**src/rtl/fetch_pkg.sv**
```systemverilog
`default_nettype none
// ============================================================================
// Module      : fetch_pkg
// Description : Shared widths, constants and types for the fetch stage.
// Revision    : 1.0 - initial release
// ============================================================================
package fetch_pkg;

    localparam int INSTR_W = 16;
    localparam int ADDR_W  = 16;

    // Instruction value shown to decode whenever nothing valid is presented.
    localparam logic [INSTR_W-1:0] c_nop_instr = 16'h0000;

    // Default word address loaded into the PC on reset.
    localparam logic [ADDR_W-1:0] c_reset_pc = 16'h0000;

    typedef logic [INSTR_W-1:0] instr_t;
    typedef logic [ADDR_W-1:0]  addr_t;

    // One prefetch slot: the address is filled at request time, the word
    // when the matching response returns.
    typedef struct packed {
        addr_t  addr;
        instr_t data;
    } fetch_entry_t;

endpackage
`default_nettype wire

```
**src/rtl/fetch_fifo.sv**
```systemverilog
`default_nettype none
// ============================================================================
// Module      : fetch_fifo
// Description : DEPTH x {addr,data} prefetch FIFO. The address half is written
//               when a request is issued, the data half when its response
//               returns, through independent write pointers. count and head
//               reflect entries whose data has arrived.
// Revision    : 1.0 - initial release
// ============================================================================
module fetch_fifo
    import fetch_pkg::*;
#(
    parameter int DEPTH = 2
) (
    input  logic                   clk,
    input  logic                   rst,
    input  logic                   flush,
    input  logic                   addr_push,
    input  logic [ADDR_W-1:0]      addr_in,
    input  logic                   data_push,
    input  logic [INSTR_W-1:0]     data_in,
    input  logic                   pop,
    output logic [$clog2(DEPTH):0] count,
    output logic [ADDR_W-1:0]      head_addr,
    output logic [INSTR_W-1:0]     head_data
);

    localparam int PW = $clog2(DEPTH);
    localparam logic [PW:0] c_ptr_one = (PW+1)'(1);
    localparam logic [PW:0] c_full    = (PW+1)'(DEPTH);

    fetch_entry_t r_mem [DEPTH];

    // Pointers carry one extra wrap bit so that full and empty differ.
    logic [PW:0] r_awptr;
    logic [PW:0] r_dwptr;
    logic [PW:0] r_rptr;
    logic [PW:0] w_addr_used;

    assign count       = r_dwptr - r_rptr;
    assign w_addr_used = r_awptr - r_rptr;
    assign head_addr   = r_mem[r_rptr[PW-1:0]].addr;
    assign head_data   = r_mem[r_rptr[PW-1:0]].data;

    // Pointer update; flush drops every slot, both halves.
    always_ff @(posedge clk) begin
        if (rst || flush) begin
            r_awptr <= '0;
            r_dwptr <= '0;
            r_rptr  <= '0;
        end else begin
            if (addr_push) r_awptr <= r_awptr + c_ptr_one;
            if (data_push) r_dwptr <= r_dwptr + c_ptr_one;
            if (pop)       r_rptr  <= r_rptr + c_ptr_one;
        end
    end

    // Storage write: address and data halves land in different slots.
    always_ff @(posedge clk) begin
        if (addr_push) r_mem[r_awptr[PW-1:0]].addr <= addr_in;
        if (data_push) r_mem[r_dwptr[PW-1:0]].data <= data_in;
    end

    // Overflow guard: the upstream credit scheme must never overfill a half.
    always_ff @(posedge clk) begin
        if (!rst && !flush) begin
            assert (!(data_push && !pop && (count == c_full)));
            assert (!(addr_push && !pop && (w_addr_used == c_full)));
        end
    end

endmodule
`default_nettype wire

```
**src/rtl/fetch_stage.sv**
```systemverilog
`default_nettype none
// ============================================================================
// Module      : fetch_stage
// Description : Instruction fetch. Owns the PC, issues word requests under a
//               DEPTH credit limit, buffers in-order responses and presents
//               them to decode. A branch redirect flushes the buffer and
//               drops the responses still in flight (drain via r_discard).
// Revision    : 1.0 - initial release
// ============================================================================
module fetch_stage
    import fetch_pkg::*;
#(
    parameter logic [ADDR_W-1:0] RESET_PC = c_reset_pc,
    parameter int                DEPTH    = 2
) (
    input  logic                clk,
    input  logic                rst,
    output logic                imem_req_valid,
    output logic [ADDR_W-1:0]   imem_req_addr,
    input  logic                imem_req_ready,
    input  logic                imem_rsp_valid,
    input  logic [INSTR_W-1:0]  imem_rsp_data,
    input  logic                branch_taken,
    input  logic [ADDR_W-1:0]   branch_target,
    input  logic                stall,
    output logic [INSTR_W-1:0]  instruction,
    output logic [ADDR_W-1:0]   pc_out,
    output logic [ADDR_W-1:0]   pc_plus1,
    output logic                instr_valid
);

    localparam int CW = $clog2(DEPTH) + 1;
    localparam logic [CW-1:0]     c_one     = CW'(1);
    localparam logic [CW:0]       c_depth   = (CW+1)'(DEPTH);
    localparam logic [ADDR_W-1:0] c_addr_one = ADDR_W'(1);

    logic [ADDR_W-1:0]  r_pc;
    logic [CW-1:0]      r_outstanding;
    logic [CW-1:0]      r_discard;

    logic [CW-1:0]      w_count;
    logic [ADDR_W-1:0]  w_head_addr;
    logic [INSTR_W-1:0] w_head_data;
    logic [CW:0]        w_inflight;
    logic               w_fire;
    logic               w_keep;
    logic               w_pop;
    logic               w_valid;
    logic [CW-1:0]      w_out_next;

    // Credits cover both words in flight and words already buffered.
    assign w_inflight     = {1'b0, r_outstanding} + {1'b0, w_count};
    assign imem_req_valid = !rst && !branch_taken && (w_inflight < c_depth);
    assign imem_req_addr  = r_pc;
    assign w_fire         = imem_req_valid && imem_req_ready;

    // A response is kept only outside a drain and outside a redirect cycle.
    assign w_keep  = imem_rsp_valid && !branch_taken && (r_discard == '0);
    assign w_valid = (w_count != '0);
    assign w_pop   = w_valid && !stall && !branch_taken;

    assign instr_valid = w_valid;
    assign instruction = w_valid ? w_head_data : c_nop_instr;
    assign pc_out      = w_valid ? w_head_addr : '0;
    assign pc_plus1    = pc_out + c_addr_one;

    // Next outstanding count: a fire and a response in one cycle cancel.
    always_comb begin
        w_out_next = r_outstanding;
        if (w_fire && !imem_rsp_valid) begin
            w_out_next = r_outstanding + c_one;
        end else if (!w_fire && imem_rsp_valid) begin
            w_out_next = r_outstanding - c_one;
        end
    end

    // PC, in-flight and drain counters; a redirect reloads the drain count.
    always_ff @(posedge clk) begin
        if (rst) begin
            r_pc          <= RESET_PC;
            r_outstanding <= '0;
            r_discard     <= '0;
        end else begin
            r_outstanding <= w_out_next;
            if (branch_taken) begin
                r_pc      <= branch_target;
                r_discard <= w_out_next;
            end else begin
                if (w_fire) begin
                    r_pc <= r_pc + c_addr_one;
                end
                if (imem_rsp_valid && (r_discard != '0)) begin
                    r_discard <= r_discard - c_one;
                end
            end
        end
    end

    fetch_fifo #(
        .DEPTH (DEPTH)
    ) u_fifo (
        .clk       (clk),
        .rst       (rst),
        .flush     (branch_taken),
        .addr_push (w_fire),
        .addr_in   (r_pc),
        .data_push (w_keep),
        .data_in   (imem_rsp_data),
        .pop       (w_pop),
        .count     (w_count),
        .head_addr (w_head_addr),
        .head_data (w_head_data)
    );

endmodule
`default_nettype wire

```
**config.mk**
```make
export PLATFORM = sky130hd
export DESIGN_NAME = fetch_stage
export DESIGN_NICKNAME = d
export VERILOG_FILES = /design/src/rtl/fetch_pkg.sv /design/src/rtl/fetch_fifo.sv /design/src/rtl/fetch_stage.sv
export SDC_FILE = /design/constraint.sdc
export NUM_CORES = 1
export LEC_CHECK = 0
export CAP_MARGIN = 10
export CORE_MARGIN = 10
export CORE_UTILIZATION = 40
export DETAILED_ROUTE_END_ITERATION = 10
export HOLD_SLACK_MARGIN = 0.06
export PLACE_DENSITY_LB_ADDON = 0.15
export SYNTH_ARGS = -nofsm -noshare
export SYNTH_HDL_FRONTEND = slang
export SYNTH_HIERARCHICAL = 1
export SYNTH_SLANG_ARGS = --single-unit
```
**constraint.sdc**
```tcl
create_clock -name clk -period 4.25 [get_ports clk]
set_input_delay 1.275 -clock clk [delete_from_list [all_inputs] [get_ports clk]]
set_output_delay 1.275 -clock clk [all_outputs]
set_load 0.02 [all_outputs]
```
### Word-level counts from Yosys, hierarchy flattened

Memory sizes are Yosys's and may differ from the RTL's. A register that Yosys moved wholly into a read port is not among the register bits.
Index checks and enable logic that the tools add are counted.

| storage, ports and cells | value |
|---|---|
| bits in registers | 26 |
| bits in latches | 0 |
| memory bits (writable) | 64 |
| bits in read-only memories | 0 |
| input port bits | 38 |
| output and inout bits | 66 |
| logic and storage cells | 53 |
| memories kept | 1 |

| cells by class | value |
|---|---|
| add/sub/neg operators | 10 |
| multipliers | 0 |
| div/mod/pow operators | 0 |
| $lt $le $gt $ge | 1 |
| eq/ne operators | 0 |
| shift operators | 0 |
| muxes and demuxes | 14 |
| bitwise operators | 0 |
| reduce and logical (&&, ||, !) cells | 21 |

Memory list:

| memory | words | bits a word | rd ports | clocked after memory_dff | write ports | line | text |
|---|---|---|---|---|---|---|---|
| u_fifo.r_mem | 2 | 32 | 1 | 1 | 2 | fetch_fifo.sv:32 | `fetch_entry_t r_mem [DEPTH];` |

Operators with widths:

| cell | number |
|---|---|
| $mux 16 | 4 |
| $add 16x1->16 const B | 2 |
| $logic_and 1x1->1 | 10 |
| $add 2x1->2 const B | 4 |
| $mux 2 | 4 |
| $reduce_bool 2->1 | 4 |
| $mux 1 | 6 |
| $logic_not 1->1 | 5 |
| $sub 2x1->2 const B | 2 |
| $add 2x2->3 | 1 |
| $lt 3x2->1 const B | 1 |
| $logic_not 2->1 | 1 |
| $sub 2x2->2 | 1 |
| $logic_or 1x1->1 | 1 |

### Logic depth before layout (Yosys ltp)

Gate-level depths: netlist of run 1.

| depth | value |
|---|---|
| word-level depth | 10 |
| depth in mapped cells | 14 |
| depth with buffers taken out | 13 |

### Cells and area by module

The synthesis of run 1 kept the hierarchy.

By module, submodules not included:

| module | times used | cells an instance | area an instance (µm²) | sequential area each (µm²) |
|---|---|---|---|---|
| fetch_fifo | 1 | 130 | 2746.4 | 2042.0 |
| fetch_stage | 1 | 229 | 1714.1 | 400.4 |

### Least setup slack after synthesis of run 1

Ideal clock, no wire load.

| path | value |
|---|---|
| path type | register to output |
| start point | register u_fifo.r_dwptr[0] |
| end point | output port pc_plus1[12] |
| arrival time | 3.418 ns |
| data required time | 2.975 ns |
| path slack | -0.443 ns |
| cell stages (with the launch flop) | 15 |
| buffers on the path | 1 |
| path through | dfxtp_1 -> inv_1 -> ha_1 -> xnor2_1 -> xnor2_1 -> nor2_2 -> inv_1 -> clkbuf_1 -> nand2_1 -> inv_1 -> ha_1 -> nand3_1 -> nor4_1 -> nand3_1 -> xnor2_1 |

| between the ends | value |
|---|---|
| word-level cells in the longest chain between the ends | 4 |

RTL lines:

| item | line | text |
|---|---|---|
| from (decl) | fetch_fifo.sv:36 | `logic [PW:0] r_dwptr;` |
| from (signal assigned) | fetch_fifo.sv:53 | `if (data_push) r_dwptr <= r_dwptr + c_ptr_one;` |
| $sub 2x2->2 | fetch_fifo.sv:40 | `assign count = r_dwptr - r_rptr;` |
| via w_count[1] | fetch_stage.sv:41 | `logic [CW-1:0] w_count;` |
| $reduce_bool 2->1 | fetch_stage.sv:59 | `assign w_valid = (w_count != '0);` |
| via instr_valid | fetch_stage.sv:29 | `output logic instr_valid` |
| $mux 16 | fetch_stage.sv:64 | `assign pc_out = w_valid ? w_head_addr : '0;` |
| via pc_out[0] | fetch_stage.sv:27 | `output logic [ADDR_W-1:0] pc_out,` |
| $add 16x1->16 | fetch_stage.sv:65 | `assign pc_plus1 = pc_out + c_addr_one;` |
| to (decl) | fetch_stage.sv:28 | `output logic [ADDR_W-1:0] pc_plus1,` |

The timed path passes the listed nets, and every way through them passes these cells.

### Final worst setup path of run 1

| path | value |
|---|---|
| start point | register u_fifo.r_dwptr[0] |
| end point | output port pc_plus1[12] |

| between the ends | value |
|---|---|
| word-level cells in the longest chain between the ends | 4 |

RTL lines:

| item | line |
|---|---|
| $sub 2x2->2 | fetch_fifo.sv:40 |
| via w_count[1] | fetch_stage.sv:41 |
| $reduce_bool 2->1 | fetch_stage.sv:59 |
| $mux 16 | fetch_stage.sv:64 |
| $add 16x1->16 | fetch_stage.sv:65 |

The timed path passes the listed nets, and every way through them passes these cells.

==> flow_summary_export.csv, run 1 <==
group,metric,value,unit
outcome,run_status,"completed",
clock_tree,hold_buffers,0,
worst_setup_path,critPathBufInv,5,
sta,slew_headroom,71.7,%
yosys,netlist-cell-type-count,47,
clock_tree,cts_tree,"built",
finish,final_cell_area,0.00595,mm2
routing,via_per_inst,4.93,
floorplan,die_w,126,um
worst_setup_path,cp_cell_sequence,"inv_1 -> ha_1 -> xnor2_2 -> xnor2_2 -> nor2_2 -> inv_2 -> nand2_1 -> inv_1 -> ha_2 -> nand3_2 -> nor4_4 -> buf_4 -> nand3_2 -> xnor2_2 -> buf_4",
floorplan,io_pins,104,
worst_hold_path,holdPathEnd,"u_fifo/r_awptr[0]",
worst_setup_path,critical_path.max_stage_delay,340,ps
sta,worst_pin_slew,422,ps
yosys,yosysSeqAreaShare,54.8,%
clock_tree,h-tree-depth,3,
routing,drc,0,
clock_tree,clk_pin_slew,80,ps
sta,slew_viol_final,0,
finish,fin_util,54.7,%
power_and_ir_drop,p_sw_share,23.6,%
yosys,avgSynthCellArea,12.4,um2
routing,routed_wl,10200,um
floorplan,core,0.0109,mm2
sta,post-route-period-util,94.6,%
worst_setup_path,crit_type,"reg -> out",
power_and_ir_drop,clockPowerShare,33.6,%
sta,clock.fmax,249,MHz
yosys,synth_fp_nets,402,
worst_setup_path,timing.rr.end,"u_fifo/r_mem[0][26]",
placement,port_buffers,103,
clock_tree,cts_made_buffers,9,
sta,fin_skew,11.4,ps
worst_setup_path,r2r_slack,1160,ps
sta,finalSetupTns,0,ps
yosys,synth_edf_count,64,
yosys,synthFlopType,"edfxtp_1",
power_and_ir_drop,leakage,2.18,nW
clock_tree,clkSinkCount,90,
worst_setup_path,rr_worst_depth,11,
global_route,grt_use_total,12.7,%
placement,place_area,0.00569,mm2
worst_setup_path,cp-start-kind,"register",
sta,rsz0062_at_grt,"yes",
global_route,grt_pass1_vias,3192,
worst_setup_path,critPathCaptureType,"output pin",
worst_setup_path,cpLargestDelayFamily,"simple AND/OR/NAND/NOR gates",
sta,setup_viol,0,
worst_setup_path,crit_arrival,2740,ps
floorplan,die_y,126,um
worst_setup_path,crit_top_cell,"xnor2_2",
worst_hold_path,hold_depth,2,
sta,min_period,4020,ps
floorplan,rows,38,
finish,final_layout_size_suffix_gt1_share,19.8,%
placement,gp_congestion,0.739,
sta,hold_viol_final,0,
worst_setup_path,r2r_start,"u_fifo/r_dwptr[0]",
yosys,ys_async_sr_fraction,0,%
yosys,syn_area,0.00446,mm2
finish,fillers,953,
power_and_ir_drop,p_per_area,319,mW/mm2
routing,vias,3054,
yosys,ys_ff_latch,90,
global_route,grt_max_degree,28,
routing,postRouteAntennaNets,0,
worst_setup_path,crit_required,2970,ps
finish,syn2layout_area_growth,33.4,%
global_route,antenna_found_initial,0,
worst_hold_path,hold_start,"u_fifo/r_awptr[0]",
power_and_ir_drop,internal_power,0.00145,W
global_route,grt_pass1_wl,16400,um
global_route,grt-ovfl-total,0,
worst_hold_path,hp-class,"reg -> reg",
power_and_ir_drop,power_frac_seq,53.0,%
finish,diodes,0,
finish,fin_nets,518,
power_and_ir_drop,p_switching,0.000448,W
clock_tree,cts_buffer_depth,2,
power_and_ir_drop,peakVddDrop,204,uV
worst_setup_path,crit_fanout,4,
clock_tree,clock_latency,360,ps
worst_setup_path,cpMaxStageDelayCell,"dfxtp_2",
floorplan,start_util,41.0,%
routing,routedWlPerCell,16.5,um
routing,drtPass1Iterations,4,
yosys,yosys_warnings,6,
run,maxCapViolations,0,
routing,drt_iter0_drc,155,
yosys,postSynthCellCount,359,
clock_tree,cts_root_buffer,"clkbuf_8",
floorplan,design.die.area,0.0158,mm2
power_and_ir_drop,power_frac_comb,13.4,%
placement,dp_hpwl,7620,um
## final cells by class
type                    instances  area, um2  area share [%]
clock buffers                  11        141            2.38
clock inverters                 5       76.3            1.28
inverters                      13       48.8           0.820
multi-input cells             240       1920            32.2
flip-flops and latches         90       2440            41.1
well taps                     140        175            2.94
repair buffers                121       1150            19.3
## power by group through the flow
stage                     Clock [W]  Sequential [W]  Combinational, W
after detailed placement          0         0.00103          0.000259
after global placement            0         0.00102          0.000256
final                      0.000638         0.00101          0.000255
after floorplan                   0         0.00103          0.000131
after CTS                  0.000650         0.00101          0.000259
after global routing       0.000681         0.00101          0.000278
## logic make-up (layout without fill, tap and decap cells)
logic type | Yosys count | count (layout) | synth area share (%)
flops | 90 | 90 | 54.8
buf+inv | 29 | 150 | 3.90
compound gates | 31 | 31 | 5.13
simple gates | 139 | 139 | 17.4
fa+ha+maj | 5 | 5 | 1.57
xor+xnor | 29 | 29 | 5.69
mux | 36 | 36 | 11.6
## synth_stat cells, types with 6 or more instances
master	n	area [um2]
nor4_1	6	37.5
a21oi_1	7	35.0
nand2_1	18	67.6
and2_1	33	206
nor2_1	28	105
nor2b_1	6	37.5
nand4_1	7	43.8
xor2_1	6	52.6
xnor2_1	23	201
nand3_1	11	55.1
inv_1	13	48.8
nor3_1	8	40.0
dfxtp_1	26	521
clkbuf_1	9	33.8
edfxtp_1	64	1920
a211oi_1	10	75.1
mux2_4	30	450
## state kept, by name, summed over array words and instances (netlist names), named ones only
name,flops
imem_req_addr,16
u_fifo/r_rptr,2
u_fifo/r_mem,64
r_discard,2
r_outstanding,2
u_fifo/r_awptr,1
u_fifo/r_dwptr,2
## tightest hold or removal path, stage by stage (launching register included)
cell and delay, ps:
dfxtp_1 360, xnor2_1 80, nor2_1 80
## metrics by stage
step / instances / setup WS (ps) / hold WS [ps] / power (W)
CTS: 618 / 6.08 / 554 / 0.00192
global placement: 602 / 162 / 515 / 0.00128
detailed placement: 602 / 74.5 / 540 / 0.00129
finish: 620 / 232 / 559 / 0.00190
global route: 620 / -18.7 / 582 / 0.00197
floorplan: 359 / 16.8 / 498 / 0.00116
## what timing repair did
item / CTS / global route
setup buffers: 0 / 2
pin swaps: 0 / 2
hold endpoints to repair: 0 / 0
setup endpoints to repair: 9 / 8
resized for setup: 14 / 22
## worst max path at each step
| stage | from | to | slack, ps | cells after the start |
|---|---|---|---|---|
| after CTS | u_fifo/r_dwptr[0] | pc_plus1[12] | 6 | 14 |
| after floorplan | u_fifo/r_dwptr[0] | pc_plus1[12] | 20 | 14 |
| after global routing | u_fifo/r_dwptr[0] | pc_plus1[14] | -20 | 15 |
| after global placement | u_fifo/r_dwptr[0] | pc_plus1[12] | 160 | 13 |
| after detailed placement | u_fifo/r_dwptr[0] | pc_plus1[12] | 70 | 14 |
| final | u_fifo/r_dwptr[0] | pc_plus1[12] | 230 | 15 |
## layout by cell type, fill, tap and decap left out, drive strengths merged, types with 3 or more instances in the layout
cell / count
nor3: 8
nor2: 29
nand3b: 3
dfxtp: 26
clkdlybuf4s50: 93
o21ai: 4
xor2: 6
edfxtp: 64
a211oi: 11
mux2: 34
dlygate4sd2: 4
nor4: 9
clkbuf: 13
and2: 33
xnor2: 23
a21oi: 7
nand2: 18
inv: 14
and3: 3
nor2b: 6
a311oi: 3
nand4: 7
or3: 4
buf: 21
nand3: 11
ha: 4
## routing by layer
| metal | GRT usage, % | share of wire, % |
|---|---|---|
| met5 | 0 | 0 |
| met4 | 4.61 | 1.5 |
| met3 | 3.76 | 6.7 |
| met2 | 21.0 | 48 |
| met1 | 15.2 | 44 |
(Power assumes the default switching activity.)
==> run 2: changes to the inputs <==
ABC_AREA = 0   (was default)
CAP_MARGIN = 20   (was 10)
==> results of run 2 <==
No change in the layout: final DEF, timing and power equal those of run 1.
